## config.mk

```make
export PLATFORM = sky130hd
export DESIGN_NAME = fetch_unit
export DESIGN_NICKNAME = d
export VERILOG_FILES = /design/src/rtl/fetch_unit_pkg.sv /design/src/rtl/fetch_skid_buf.sv /design/src/rtl/fetch_unit.sv
export SDC_FILE = /design/constraint.sdc
export NUM_CORES = 1
export LEC_CHECK = 0
export BUFFER_PORTS_ARGS = -buffer_cell sky130_fd_sc_hd__buf_2
export CAP_MARGIN = 20
export CORE_ASPECT_RATIO = 1.4
export CORE_MARGIN = 2
export CORE_UTILIZATION = 27
export DETAILED_ROUTE_END_ITERATION = 8
export GPL_ROUTABILITY_DRIVEN = 0
export HOLD_SLACK_MARGIN = 0.15
export SETUP_SLACK_MARGIN = 0.15
export SLEW_MARGIN = 15
export SYNTH_ARGS = -nofsm -noshare
export SYNTH_HDL_FRONTEND = slang
export SYNTH_HIERARCHICAL = 1
export SYNTH_SLANG_ARGS = --single-unit
```

## constraint.sdc

```tcl
create_clock -name clk -period 1.9 [get_ports clk]
set_input_delay 0.19 -clock clk [delete_from_list [all_inputs] [get_ports clk]]
set_output_delay 0.19 -clock clk [all_outputs]
set_load 0.02 [all_outputs]
```

## src/rtl/fetch_unit_pkg.sv

```systemverilog
// Shared definitions for the instruction fetch stage: FSM encoding, IF/ID
// update selector and reset defaults.
package fetch_unit_pkg;

  typedef enum logic [1:0] {
    ST_FETCH = 2'b00,
    ST_HOLD  = 2'b01,
    ST_DROP  = 2'b10
  } fetch_state_e;

  typedef enum logic [1:0] {
    IFID_KEEP   = 2'b00,
    IFID_FETCH  = 2'b01,
    IFID_BUF    = 2'b10,
    IFID_BUBBLE = 2'b11
  } ifid_op_e;

  localparam logic [31:0] DEFAULT_RESET_PC = 32'h0000_0000;
  localparam logic [31:0] DEFAULT_NOP_INST = 32'h0000_0013;

  function automatic logic [31:0] word_align(input logic [31:0] addr);
    return {addr[31:2], 2'b00};
  endfunction

endpackage

```

## src/rtl/fetch_skid_buf.sv

```systemverilog
// One-entry skid buffer holding a fetched word that IF/ID could not accept.
module fetch_skid_buf
  import fetch_unit_pkg::*;
(
  input  logic        clk,
  input  logic        rst,
  input  logic        load,
  input  logic        clear,
  input  logic [31:0] load_pc,
  input  logic [31:0] load_inst,
  output logic        valid,
  output logic [31:0] pc,
  output logic [31:0] inst
);

  always_ff @(posedge clk) begin
    if (rst) begin
      valid <= 1'b0;
      pc    <= 32'h0;
      inst  <= 32'h0;
    end else if (load) begin
      valid <= 1'b1;
      pc    <= load_pc;
      inst  <= load_inst;
    end else if (clear) begin
      valid <= 1'b0;
    end
  end

endmodule

```

## src/rtl/fetch_unit.sv

```systemverilog
// Instruction fetch stage: single-outstanding memory requests, branch
// redirect with in-flight response dropping, and a skid buffer for stalls.
module fetch_unit
  import fetch_unit_pkg::*;
#(
  parameter logic [31:0] RESET_PC = DEFAULT_RESET_PC,
  parameter logic [31:0] NOP_INST = DEFAULT_NOP_INST
) (
  input  logic         clk,
  input  logic         rst,
  input  logic         PC_EN_IF,
  input  logic         reg_FD_EN,
  input  logic         reg_FD_stall,
  input  logic         reg_FD_flush,
  input  logic         Branch_ID,
  input  logic [31:0]  branch_target_ID,
  output logic         imem_req,
  output logic [31:0]  imem_addr,
  input  logic         imem_ack,
  input  logic [31:0]  imem_rdata,
  output logic [31:0]  PC_ID,
  output logic [31:0]  inst_ID,
  output logic         valid_ID,
  output logic         fetch_busy,
  output fetch_state_e state_dbg
);

  // Memory handshake: a request is live while imem_req=1 and imem_addr is held
  // until the cycle imem_ack=1 (possibly the request cycle itself); that cycle
  // completes it, and only one request is ever outstanding.

  fetch_state_e state, state_nxt;
  ifid_op_e     ifid_op;
  logic [31:0]  pc, pc_nxt;
  logic [31:0]  drop_addr, drop_nxt;
  logic         hold, redirect;
  logic         buf_load, buf_clear, buf_valid;
  logic [31:0]  buf_pc, buf_inst;
  logic [31:0]  target;

  assign hold     = reg_FD_stall | ~PC_EN_IF | ~reg_FD_EN;
  assign redirect = Branch_ID & ~hold;
  assign target   = word_align(branch_target_ID);

  fetch_skid_buf u_skid (
    .clk       (clk),
    .rst       (rst),
    .load      (buf_load),
    .clear     (buf_clear),
    .load_pc   (pc),
    .load_inst (imem_rdata),
    .valid     (buf_valid),
    .pc        (buf_pc),
    .inst      (buf_inst)
  );

  always_ff @(posedge clk) begin
    if (rst) state <= ST_FETCH;
    else     state <= state_nxt;
  end

  always_comb begin
    state_nxt = state;
    pc_nxt    = pc;
    drop_nxt  = drop_addr;
    ifid_op   = IFID_KEEP;
    buf_load  = 1'b0;
    buf_clear = 1'b0;
    case (state)
      ST_FETCH: begin
        if (redirect) begin
          pc_nxt  = target;
          ifid_op = IFID_BUBBLE;
          if (!imem_ack) begin
            drop_nxt  = pc;
            state_nxt = ST_DROP;
          end
        end else if (imem_ack) begin
          pc_nxt = pc + 32'd4;
          if (hold) begin
            buf_load  = 1'b1;
            state_nxt = ST_HOLD;
          end else begin
            ifid_op = reg_FD_flush ? IFID_BUBBLE : IFID_FETCH;
          end
        end else if (!hold) begin
          ifid_op = IFID_BUBBLE;
        end
      end
      ST_HOLD: begin
        if (redirect) begin
          pc_nxt    = target;
          buf_clear = 1'b1;
          ifid_op   = IFID_BUBBLE;
          state_nxt = ST_FETCH;
        end else if (!hold) begin
          buf_clear = 1'b1;
          ifid_op   = reg_FD_flush ? IFID_BUBBLE : IFID_BUF;
          state_nxt = ST_FETCH;
        end
      end
      ST_DROP: begin
        // The stale response still has to be absorbed before a new request.
        if (redirect) pc_nxt = target;
        if (imem_ack) state_nxt = ST_FETCH;
        if (!hold) ifid_op = IFID_BUBBLE;
      end
      default: state_nxt = ST_FETCH;
    endcase
  end

  always_comb begin
    imem_req   = ~rst & (state != ST_HOLD);
    imem_addr  = (state == ST_DROP) ? drop_addr : pc;
    fetch_busy = (state != ST_FETCH);
    state_dbg  = state;
  end

  always_ff @(posedge clk) begin
    if (rst) begin
      pc        <= RESET_PC;
      drop_addr <= 32'h0;
      PC_ID     <= 32'h0;
      inst_ID   <= NOP_INST;
      valid_ID  <= 1'b0;
    end else begin
      pc        <= pc_nxt;
      drop_addr <= drop_nxt;
      case (ifid_op)
        IFID_FETCH: begin
          PC_ID    <= pc;
          inst_ID  <= imem_rdata;
          valid_ID <= 1'b1;
        end
        IFID_BUF: begin
          PC_ID    <= buf_pc;
          inst_ID  <= buf_inst;
          valid_ID <= buf_valid;
        end
        IFID_BUBBLE: begin
          PC_ID    <= 32'h0;
          inst_ID  <= NOP_INST;
          valid_ID <= 1'b0;
        end
        default: ;
      endcase
    end
  end

endmodule

```

==> results of run 1 <==
## where the power goes
part	internal [uW]	switching (uW)	leakage (uW)	total [uW]
clock	2040	1750	0.000291	3790
sequential	4300	229	0.00157	4530
combinational	2470	2550	0.00417	5020
## cells in the final DEF, fill, tap and decap left out, types with 6 or more instances in the layout
cell type                       instances
sky130_fd_sc_hd__nor2_2                28
sky130_fd_sc_hd__buf_6                 60
sky130_fd_sc_hd__o21ai_0               12
sky130_fd_sc_hd__buf_2                144
sky130_fd_sc_hd__a21oi_1               55
sky130_fd_sc_hd__nor3_2                31
sky130_fd_sc_hd__a211oi_1               6
sky130_fd_sc_hd__a21oi_4                8
sky130_fd_sc_hd__buf_12                29
sky130_fd_sc_hd__inv_1                  7
sky130_fd_sc_hd__dlygate4sd3_1         52
sky130_fd_sc_hd__nor2_1                94
sky130_fd_sc_hd__o21ai_2               29
sky130_fd_sc_hd__o21ai_1               13
sky130_fd_sc_hd__buf_8                 15
sky130_fd_sc_hd__a211oi_2              32
sky130_fd_sc_hd__clkbuf_16             30
sky130_fd_sc_hd__a221oi_4              16
sky130_fd_sc_hd__mux2_2                16
sky130_fd_sc_hd__nor2_4                26
sky130_fd_sc_hd__nand4_1               12
sky130_fd_sc_hd__a21oi_2               23
sky130_fd_sc_hd__mux2i_1               64
sky130_fd_sc_hd__nand3_1               15
sky130_fd_sc_hd__mux2_4                11
sky130_fd_sc_hd__buf_4                103
sky130_fd_sc_hd__a31oi_1                7
sky130_fd_sc_hd__a221oi_2              15
sky130_fd_sc_hd__nor3_1                10
sky130_fd_sc_hd__buf_16                12
sky130_fd_sc_hd__nand2_1               86
sky130_fd_sc_hd__o21ai_4               11
sky130_fd_sc_hd__dfxtp_1              181
sky130_fd_sc_hd__dfxtp_2                9
## state kept, by name (all words and copies together) (netlist names)
register,flops
PC_ID,32
inst_ID,32
u_skid/inst,32
u_skid/pc,32
drop_addr,30
pc,30
state_dbg,2
u_skid/valid,1
valid_ID,1
## path summary, 6_finish.rpt
check / depth (start not counted) / endpoint / start / slack [ps]
worst min register to register: 2 / drop_addr[18] / drop_addr[18] / 450
worst max-delay path: 5 / imem_addr[7] / state_dbg[1] / -170
worst max register to register: 9 / PC_ID[29] / state_dbg[0] / -110
worst min-delay path: 3 / pc[17] / branch_target_ID[17] / 160
## cell type report
type	count	area [um2]	area share
Inverter	12	50.0	0.00325
Antenna cell	1	2.50	0.000163
Sequential cell	192	3860	0.251
Clock buffer	19	453	0.0294
Multi-Input combinational cell	729	6160	0.401
Tap cell	445	557	0.0362
Timing Repair Buffer	428	4150	0.270
Clock inverter	12	146	0.00952
## logic make-up (layout without fill, tap and decap cells)
group / count (synthesis) / in the layout / synth area share
simple gates: 351 / 351 / 0.186
flops: 192 / 192 / 0.424
other cells: 1 / 5 / 0.000414
buf+inv: 109 / 471 / 0.0637
fa+ha+maj: 5 / 5 / 0.00690
mux: 92 / 92 / 0.105
compound gates: 277 / 277 / 0.213
## per-stage QoR
step / setup TNS [ps] / hold WS [ps] / cell area (um2)
final: -6520 / 156 / 15400
after global routing: -12090 / 163 / 15400
after CTS: -8380 / 154 / 13300
after detailed placement: -366 / 445 / 11100
after global placement: -268 / 439 / 11100
after floorplan: 0 / 337 / 9290
## metal layers
metal	GRT usage	wire length [um]	vias up
met5	0	0	-
met4	0.0862	1590	0
met3	0.0491	2150	96
met2	0.333	19000	356
met1	0.194	13500	4604
li1	-	-	4393
## worst max-delay path, delay by kind of cell (launching register included)
family | cells | cell delay [ps]
buffers and inverters | 3 | 470
flip-flops | 1 | 370
multiplexers | 1 | 360
adder cells (fa/ha/maj) | 1 | 220
## timing repair
action	4_1_cts	5_1_grt
setup buffers	34	36
gates resized for setup	106	374
endpoints found under the hold margin	91	1
hold buffers	51	1
endpoints found under the setup margin	142	185
pin swaps	47	103
gates cloned	13	16
==> run_results.csv, run 1 <==
group,metric,value,unit
grt,vias_in_the_first_global_route,8987,
grt,number_of_antenna_violations_at_the_first_check_in_global_routing,2,
die,die_h,221,um
clocking,worst_skew_pair.late_latency,460,ps
status,result_of_the_run,"complete, but fails checks",
grt,grt_util_all_layers,0.182,
pwr,leakage,0.00603,uW
logic_synthesis,yosysWarnings,6,
critical_path,required,1710,ps
logic_synthesis,synth_commonest_cells,"192 x sky130_fd_sc_hd__dfxtp_1, 148 x sky130_fd_sc_hd__nor2_1, 94 x sky130_fd_sc_hd__nand2_1, 86 x sky130_fd_sc_hd__a21oi_1, 65 x sky130_fd_sc_hd__mux2i_1",
clocking,cts.sinks,192,
routing,vias,9449,
grt,grt_overflow_total,0,
place,total_instance_count_after_detailed_placement,1655,
clocking,cts_htree_levels,4,
routing,drtAntennaViolNets,0,
layout,syn_to_final_growth,69.8,%
layout,fillers,2983,
routing,route.final.wire_length,36.2,mm
critical_path,cp_cell_sequence,"buf_6 > ha_4 > buf_12 > mux2_2 > buf_4",
logic_synthesis,post_synthesis_instance_total,1027,
die,die_area,0.0351,mm2
critical_path,worst-path-max-fanout,18,
min_path,hold_path_class,"in -> reg",
logic_synthesis,synth_top_cells_by_area,"sky130_fd_sc_hd__dfxtp_1 42%, sky130_fd_sc_hd__mux2i_1 7.2%, sky130_fd_sc_hd__nor2_1 6.1%",
routing,post-route-drc-count,0,
place,placement.setup.worst_slack,-300,ps
status,violated_checks,"negative setup slack",
die,die_w,159,um
critical_path,cp-end-kind,"primary output",
clocking,tritoncts_buffers,17,
place,post-dp-hpwl,20.7,mm
clocking,tritoncts,"done",
critical_path,critical_path.max_stage_delay,370,ps
layout,final_core_util,0.465,
run,maxCapViolCount,0,
sta,timing.final.crit_share,1.09,
sta,timing.final.crit_period,2070,ps
sta,worst_slew_pin_slew,511,ps
logic_synthesis,post_synth_instance_area,0.00906,mm2
routing,vias_per_cell,5.14,
logic_synthesis,synthArstFlopShare,0,
clocking,ctsRootBufferMaster,"sky130_fd_sc_hd__clkbuf_16",
grt,global_route_wire_length_before_repair,49.6,mm
critical_path,critPathLaunchType,"register",
logic_synthesis,yosys.area.top_type,"sky130_fd_sc_hd__dfxtp_1",
sta,post-route-worst-setup-slack,-172,ps
logic_synthesis,top_count_cell_post_synth,"sky130_fd_sc_hd__dfxtp_1",
pwr,powerDensity,868,mW/mm2
die,core.rowCount,79,
sta,max_freq,0.483,GHz
pwr,post_layout_power,13300,uW
sta,finalSetupViolations,78,
routing,number_of_drc_markers_in_iteration_0,601,
logic_synthesis,synth_top_cell_area_share,0.424,
sta,max-slew-margin-rel,0.660,
clocking,clkTransAtPathRegs,70,ps
clocking,clock_tree.buffer_depth,2,
die,initial_core_util,0.274,
logic_synthesis,synth-edff-count,0,
critical_path,arrival,1880,ps
logic_synthesis,synth.distinct_cells,63,
routing,wl_per_cell,19.7,um
critical_path,worstSetupPathType,"reg -> out",
logic_synthesis,ys_ff_latch,192,
logic_synthesis,synth_top_flop_cell,"sky130_fd_sc_hd__dfxtp_1",
place,io_buffer_count,168,
die,io_pins,173,
routing,firstDrtPassIters,7,
sta,final-hold-violation-count,0,
layout,finalNetCount,1457,
sta,grt_setup_unrepaired,"true",
grt,pin_count_of_the_biggest_net_entering_global_routing,93,
layout,stdcell_count,1838,
sta,fin_skew,11.2,ps
die,placeableCoreArea,0.0331,mm2
critical_path,slowest_cell_on_the_critical_path,"sky130_fd_sc_hd__dfxtp_4",
layout,layout_cell_share_with_drive_strength_beyond_1,0.524,
pwr,irDropWorstVdd,638,uV
sta,report.final.slew_viol_count,0,
logic_synthesis,seq_area_frac_synth,0.424,
logic_synthesis,syn-mean-instance-area,8.82,um2
(Power assumes the default switching activity.)
==> run 2, diff against run 1 <==
--- a/config.mk
+++ b/config.mk
@@ -14,6 +14,7 @@
 export GPL_ROUTABILITY_DRIVEN = 0
 export HOLD_SLACK_MARGIN = 0.15
 export SETUP_SLACK_MARGIN = 0.15
+export SKIP_CTS_REPAIR_TIMING = 1
 export SLEW_MARGIN = 15
 export SYNTH_ARGS = -nofsm -noshare
 export SYNTH_HDL_FRONTEND = slang
==> run_results.csv, run 2 (synthesis gave the netlist of run 1 again) <==
group,metric,value,unit
layout,layout.cells.most_common,"sky130_fd_sc_hd__dfxtp_1",
layout,fillers,3048,
place,io_buffer_count,168,
grt,global_route_wire_length_before_repair,45.1,mm
critical_path,r2r_start,"state_dbg[1]",
critical_path,arrival,1870,ps
sta,finalSetupViolations,85,
layout,layout_cell_share_with_drive_strength_beyond_1,0.487,
critical_path,critPathLaunchType,"register",
routing,vias_per_cell,5.09,
clocking,worst_skew_pair.late_latency,450,ps
clocking,cts.sinks,192,
layout,most-common-layout-cells,"187 x sky130_fd_sc_hd__dfxtp_1, 147 x sky130_fd_sc_hd__buf_2, 87 x sky130_fd_sc_hd__buf_4",
critical_path,cp-end-kind,"primary output",
clocking,clock_tree.buffer_depth,2,
clocking,cts_htree_levels,4,
die,initial_core_util,0.274,
critical_path,required,1710,ps
die,die_area,0.0351,mm2
pwr,irDropWorstVdd,747,uV
die,die_h,221,um
sta,timing.final.crit_period,2060,ps
pwr,powerDensity,869,mW/mm2
place,placement.setup.worst_slack,-300,ps
layout,syn_to_final_growth,64.1,%
routing,post-route-drc-count,0,
die,die_w,159,um
die,placeableCoreArea,0.0331,mm2
status,violated_checks,"negative setup slack",
clocking,tritoncts_buffers,17,
critical_path,worst-path-max-fanout,9,
sta,fin_skew,9.87,ps
critical_path,reg2reg_setup_slack,-110,ps
die,io_pins,173,
clocking,clkTransAtPathRegs,70,ps
routing,vias,9177,
pwr,leakage,0.00576,uW
place,placed_instance_area,0.0111,mm2
routing,firstDrtPassIters,5,
sta,timing.final.crit_share,1.08,
layout,finalNetCount,1421,
run,maxCapViolCount,0,
status,result_of_the_run,"complete, but fails checks",
grt,pin_count_of_the_biggest_net_entering_global_routing,93,
sta,grt_setup_unrepaired,"true",
grt,grt_overflow_total,0,
grt,vias_in_the_first_global_route,8200,
sta,max_freq,0.486,GHz
routing,wl_per_cell,19.2,um
sta,report.final.slew_viol_count,0,
routing,number_of_drc_markers_in_iteration_0,578,
layout,post-route-cell-area,0.0149,mm2
clocking,ctsRootBufferMaster,"sky130_fd_sc_hd__clkbuf_16",
grt,number_of_antenna_violations_at_the_first_check_in_global_routing,1,
routing,route.final.wire_length,34.7,mm
clocking,tritoncts,"done",
critical_path,worst_setup_path_endpoint,"imem_addr[31]",
place,post-dp-hpwl,20.7,mm
routing,drtAntennaViolNets,0,
grt,grt_util_all_layers,0.164,
critical_path,r2r_end,"PC_ID[19]",
sta,final-hold-violation-count,0,
min_path,hold_path_class,"in -> reg",
critical_path,worstSetupPathType,"reg -> out",
sta,post-route-worst-setup-slack,-157,ps
die,core.rowCount,79,
critical_path,worst-r2r-cell-count,9,
critical_path,startpoint_of_the_worst_setup_timing_path,"state_dbg[1]",
==> run 2: cell types whose count changed in the layout (fill, tap and decap cells not counted), sizes merged <==
cell / previous run / this run
buf: 363 / 326
dlygate4sd3: 52 / 49
o21ai: 65 / 66
clkbuf: 32 / 35
==> run 2: worst min-delay path by stage <==
stage,from,to,depth (start not counted)
final,branch_target_ID[26],pc[26],3
after detailed placement,drop_addr[27],drop_addr[27],2
after CTS,imem_rdata[0],u_skid/inst[0],3
after global placement,drop_addr[19],drop_addr[19],2
after global routing,branch_target_ID[26],pc[26],3
after floorplan,imem_rdata[10],u_skid/inst[10],2
==> run 2: layer usage <==
layer / global-route usage / up-vias / share of wire
met5: 0 / - / 0
met3: 0.0508 / 75 / 0.062
met2: 0.297 / 314 / 0.52
met1: 0.175 / 4466 / 0.38
li1: - / 4322 / -
met4: 0.0740 / 0 / 0.036
==> run 2: cell type report <==
type / count / area [um2] / share of cell area
antenna: 1 / 2.50 / 0.000168
clock buffer: 19 / 453 / 0.0305
clock inverter: 12 / 146 / 0.00985
inverter: 12 / 55.1 / 0.00370
multi-input combinational: 730 / 6180 / 0.415
sequential: 192 / 3850 / 0.259
tap: 445 / 557 / 0.0375
timing repair buffer: 391 / 3620 / 0.244
==> run 2: report_power, final <==
group	total, uW	internal, uW	leakage [uW]	switching [uW]
sequential	4530	4300	0.00157	234
combinational	4620	2220	0.00391	2410
clock	3770	2040	0.000291	1730
==> run 2: critical path, cell delays in order (launching register included) <==
cell                        delay, ps
sky130_fd_sc_hd__dfxtp_4          360
sky130_fd_sc_hd__buf_6            110
sky130_fd_sc_hd__ha_4             230
sky130_fd_sc_hd__clkbuf_16        200
sky130_fd_sc_hd__mux2_2           340
sky130_fd_sc_hd__buf_2            160
==> run 2: stage by stage <==
step	total power [uW]	hold WS, ps	TNS, ps	instances	util
finish	12900	160	-5330	1802	0.449
global route	13400	152	-11040	1802	0.449
CTS	11200	-34.3	-7000	1686	0.355
detailed placement	7460	445	-366	1655	0.337
global placement	7410	439	-268	1655	0.337
floorplan	6420	337	0	1030	-
==> run 3, diff against run 2 <==
--- a/config.mk
+++ b/config.mk
@@ -9,12 +9,14 @@
 export CAP_MARGIN = 20
 export CORE_ASPECT_RATIO = 1.4
 export CORE_MARGIN = 2
-export CORE_UTILIZATION = 27
+export CORE_UTILIZATION = 60
 export DETAILED_ROUTE_END_ITERATION = 8
 export GPL_ROUTABILITY_DRIVEN = 0
 export HOLD_SLACK_MARGIN = 0.15
+export PLACE_DENSITY = 0.86
 export SETUP_SLACK_MARGIN = 0.15
 export SKIP_CTS_REPAIR_TIMING = 1
+export SKIP_LAST_GASP = 1
 export SLEW_MARGIN = 15
 export SYNTH_ARGS = -nofsm -noshare
 export SYNTH_HDL_FRONTEND = slang
==> constraint.sdc (replaced) <==
create_clock -name clk -period 2.5 [get_ports clk]
set_input_delay 0.25 -clock clk [delete_from_list [all_inputs] [get_ports clk]]
set_output_delay 0.25 -clock clk [all_outputs]
set_load 0.02 [all_outputs]
==> run_results.csv, run 3 (synthesis gave the netlist of run 1 again) <==
group,metric,value,unit
pwr,power.share.sequential,0.430,
layout,area_occupied_by_registers,0.00384,mm2
routing,vias,8647,
clocking,tritoncts_buffers,17,
pwr,leakage,0.00459,uW
layout,antennaDiodeCount,0,
pwr,switching_share,0.319,
grt,vias_in_the_first_global_route,7982,
run,maxCapViolCount,0,
clocking,ctsRootBufferMaster,"sky130_fd_sc_hd__clkbuf_16",
pwr,powerDensity,730,mW/mm2
place,io_buffer_count,168,
place,placement.setup.worst_slack,38.8,ps
sta,totalNegativeSetupSlack,0,ps
die,core.rowCount,53,
pwr,irDropWorstVdd,477,uV
routing,vias_per_cell,6.13,
pwr,portion_of_total_power_attributed_to_the_clock_network,0.334,
grt,grt_util_all_layers,0.306,
clocking,clkTransAtPathRegs,70,ps
place,post-dp-hpwl,16.5,mm
pwr,internal_power,5540,uW
critical_path,required,2810,ps
sta,timing.final.crit_share,0.932,
place,placed_instance_area,0.0101,mm2
pwr,power_frac_comb,0.235,
routing,drtAntennaViolNets,0,
pwr,p_sw,2590,uW
die,placeableCoreArea,0.0149,mm2
sta,finalSetupViolations,0,
layout,multi_input_comb_area,0.00471,mm2
routing,post-route-drc-count,0,
critical_path,arrival,2640,ps
routing,top_layer,"met5",
layout,fillers,1047,
grt,pin_count_of_the_biggest_net_entering_global_routing,67,
clocking,cts.sinks,192,
sta,max_freq,0.429,GHz
sta,post-route-worst-setup-slack,170,ps
die,die_w,108,um
sta,timing.final.crit_period,2330,ps
critical_path,worst-path-max-fanout,47,
routing,firstDrtPassIters,5,
clocking,worst_skew_pair.late_latency,430,ps
critical_path,critPathLaunchType,"register",
layout,layout_cell_share_with_drive_strength_beyond_1,0.282,
die,die_h,149,um
grt,global_route_wire_length_before_repair,39.3,mm
routing,route.met3.wl,2.03,mm
routing,met2WireLength,13.5,mm
clocking,cts_htree_levels,4,
sta,holdWs,151,ps
layout,syn_to_final_growth,22.9,%
die,initial_core_util,0.607,
status,result_of_the_run,"complete, no violations",
die,io_pins,173,
layout,layout.cells.most_common,"sky130_fd_sc_hd__dfxtp_1",
layout,post-route-cell-area,0.0111,mm2
routing,wl_per_cell,18.5,um
critical_path,cp-end-kind,"register",
layout,finalNetCount,1283,
die,die_area,0.0161,mm2
clocking,clock_tree.buffer_depth,2,
pwr,post_layout_power,8130,uW
sta,grt_setup_unrepaired,"false",
grt,grt_overflow_total,0,
routing,route.final.wire_length,26.0,mm
sta,max-slew-margin-rel,0.519,
grt,number_of_antenna_violations_at_the_first_check_in_global_routing,1,
critical_path,worstSetupPathType,"reg -> reg",
sta,worst_slew_pin_slew,704,ps
routing,number_of_drc_markers_in_iteration_0,649,
min_path,hold_path_class,"in -> reg",
routing,drt-met1-wl,9.53,mm
sta,report.final.slew_viol_count,0,
layout,most-common-layout-cells,"191 x sky130_fd_sc_hd__dfxtp_1, 167 x sky130_fd_sc_hd__buf_2, 145 x sky130_fd_sc_hd__nor2_1",
sta,fin_skew,6.85,ps
sta,final-hold-violation-count,0,
clocking,tritoncts,"done",
==> run 3: cell types whose count changed in the layout (fill, tap and decap cells not counted), sizes merged <==
cell         previous run  this run
buf                   326       215
clkinv                  2         7
clkbuf                 35        19
clkinvlp                2         1
dlygate4sd3            49        39
o21ai                  66        65
diode                   1         0
inv                    18        14
==> run 3: layout make-up <==
type,instances,share of cell area
sequential,192,0.345
clock buffer,19,0.0407
tap,192,0.0216
inverter,12,0.00404
timing repair buffer,254,0.153
clock inverter,12,0.0121
multi-input combinational,729,0.423
==> run 3: routing by layer <==
layer,global-route usage,vias to the layer above
met2,0.517,442
met4,0.162,2
met1,0.358,4092
met3,0.0699,85
met5,0,-
li1,-,4026
==> run 3: power groups by stage <==
stage	Combinational, uW	Sequential, uW	Clock [uW]
after floorplan	1240	3550	0
after global placement	1750	3540	0
after detailed placement	1790	3550	0
after CTS	1800	3490	2750
after global routing	2060	3520	2860
final	1910	3500	2720
==> run 3: worst paths after layout <==
check	from	to	slack (ps)	cells after the start
worst max-delay path	state_dbg[0]	inst_ID[26]	170	8
worst min-delay path	branch_target_ID[12]	pc[12]	150	4
worst max register to register	state_dbg[0]	inst_ID[26]	170	8
worst min register to register	drop_addr[9]	drop_addr[9]	450	2
==> run 3: per-stage QoR <==
step / instances / utilization
final: 1410 / 0.746
after global routing: 1410 / 0.746
after CTS: 1369 / 0.717
after detailed placement: 1338 / 0.678
after global placement: 1338 / 0.678
after floorplan: 1030 / -
==> run 3: worst max-delay path, cell delays in order (launching register included) <==
cell and delay, ps:
sky130_fd_sc_hd__dfxtp_1 400, sky130_fd_sc_hd__inv_1 90, sky130_fd_sc_hd__ha_2 220, sky130_fd_sc_hd__buf_12 200, sky130_fd_sc_hd__a211oi_4 330, sky130_fd_sc_hd__buf_6 230, sky130_fd_sc_hd__buf_12 230, sky130_fd_sc_hd__o21ai_0 150
sky130_fd_sc_hd__a211oi_1 350
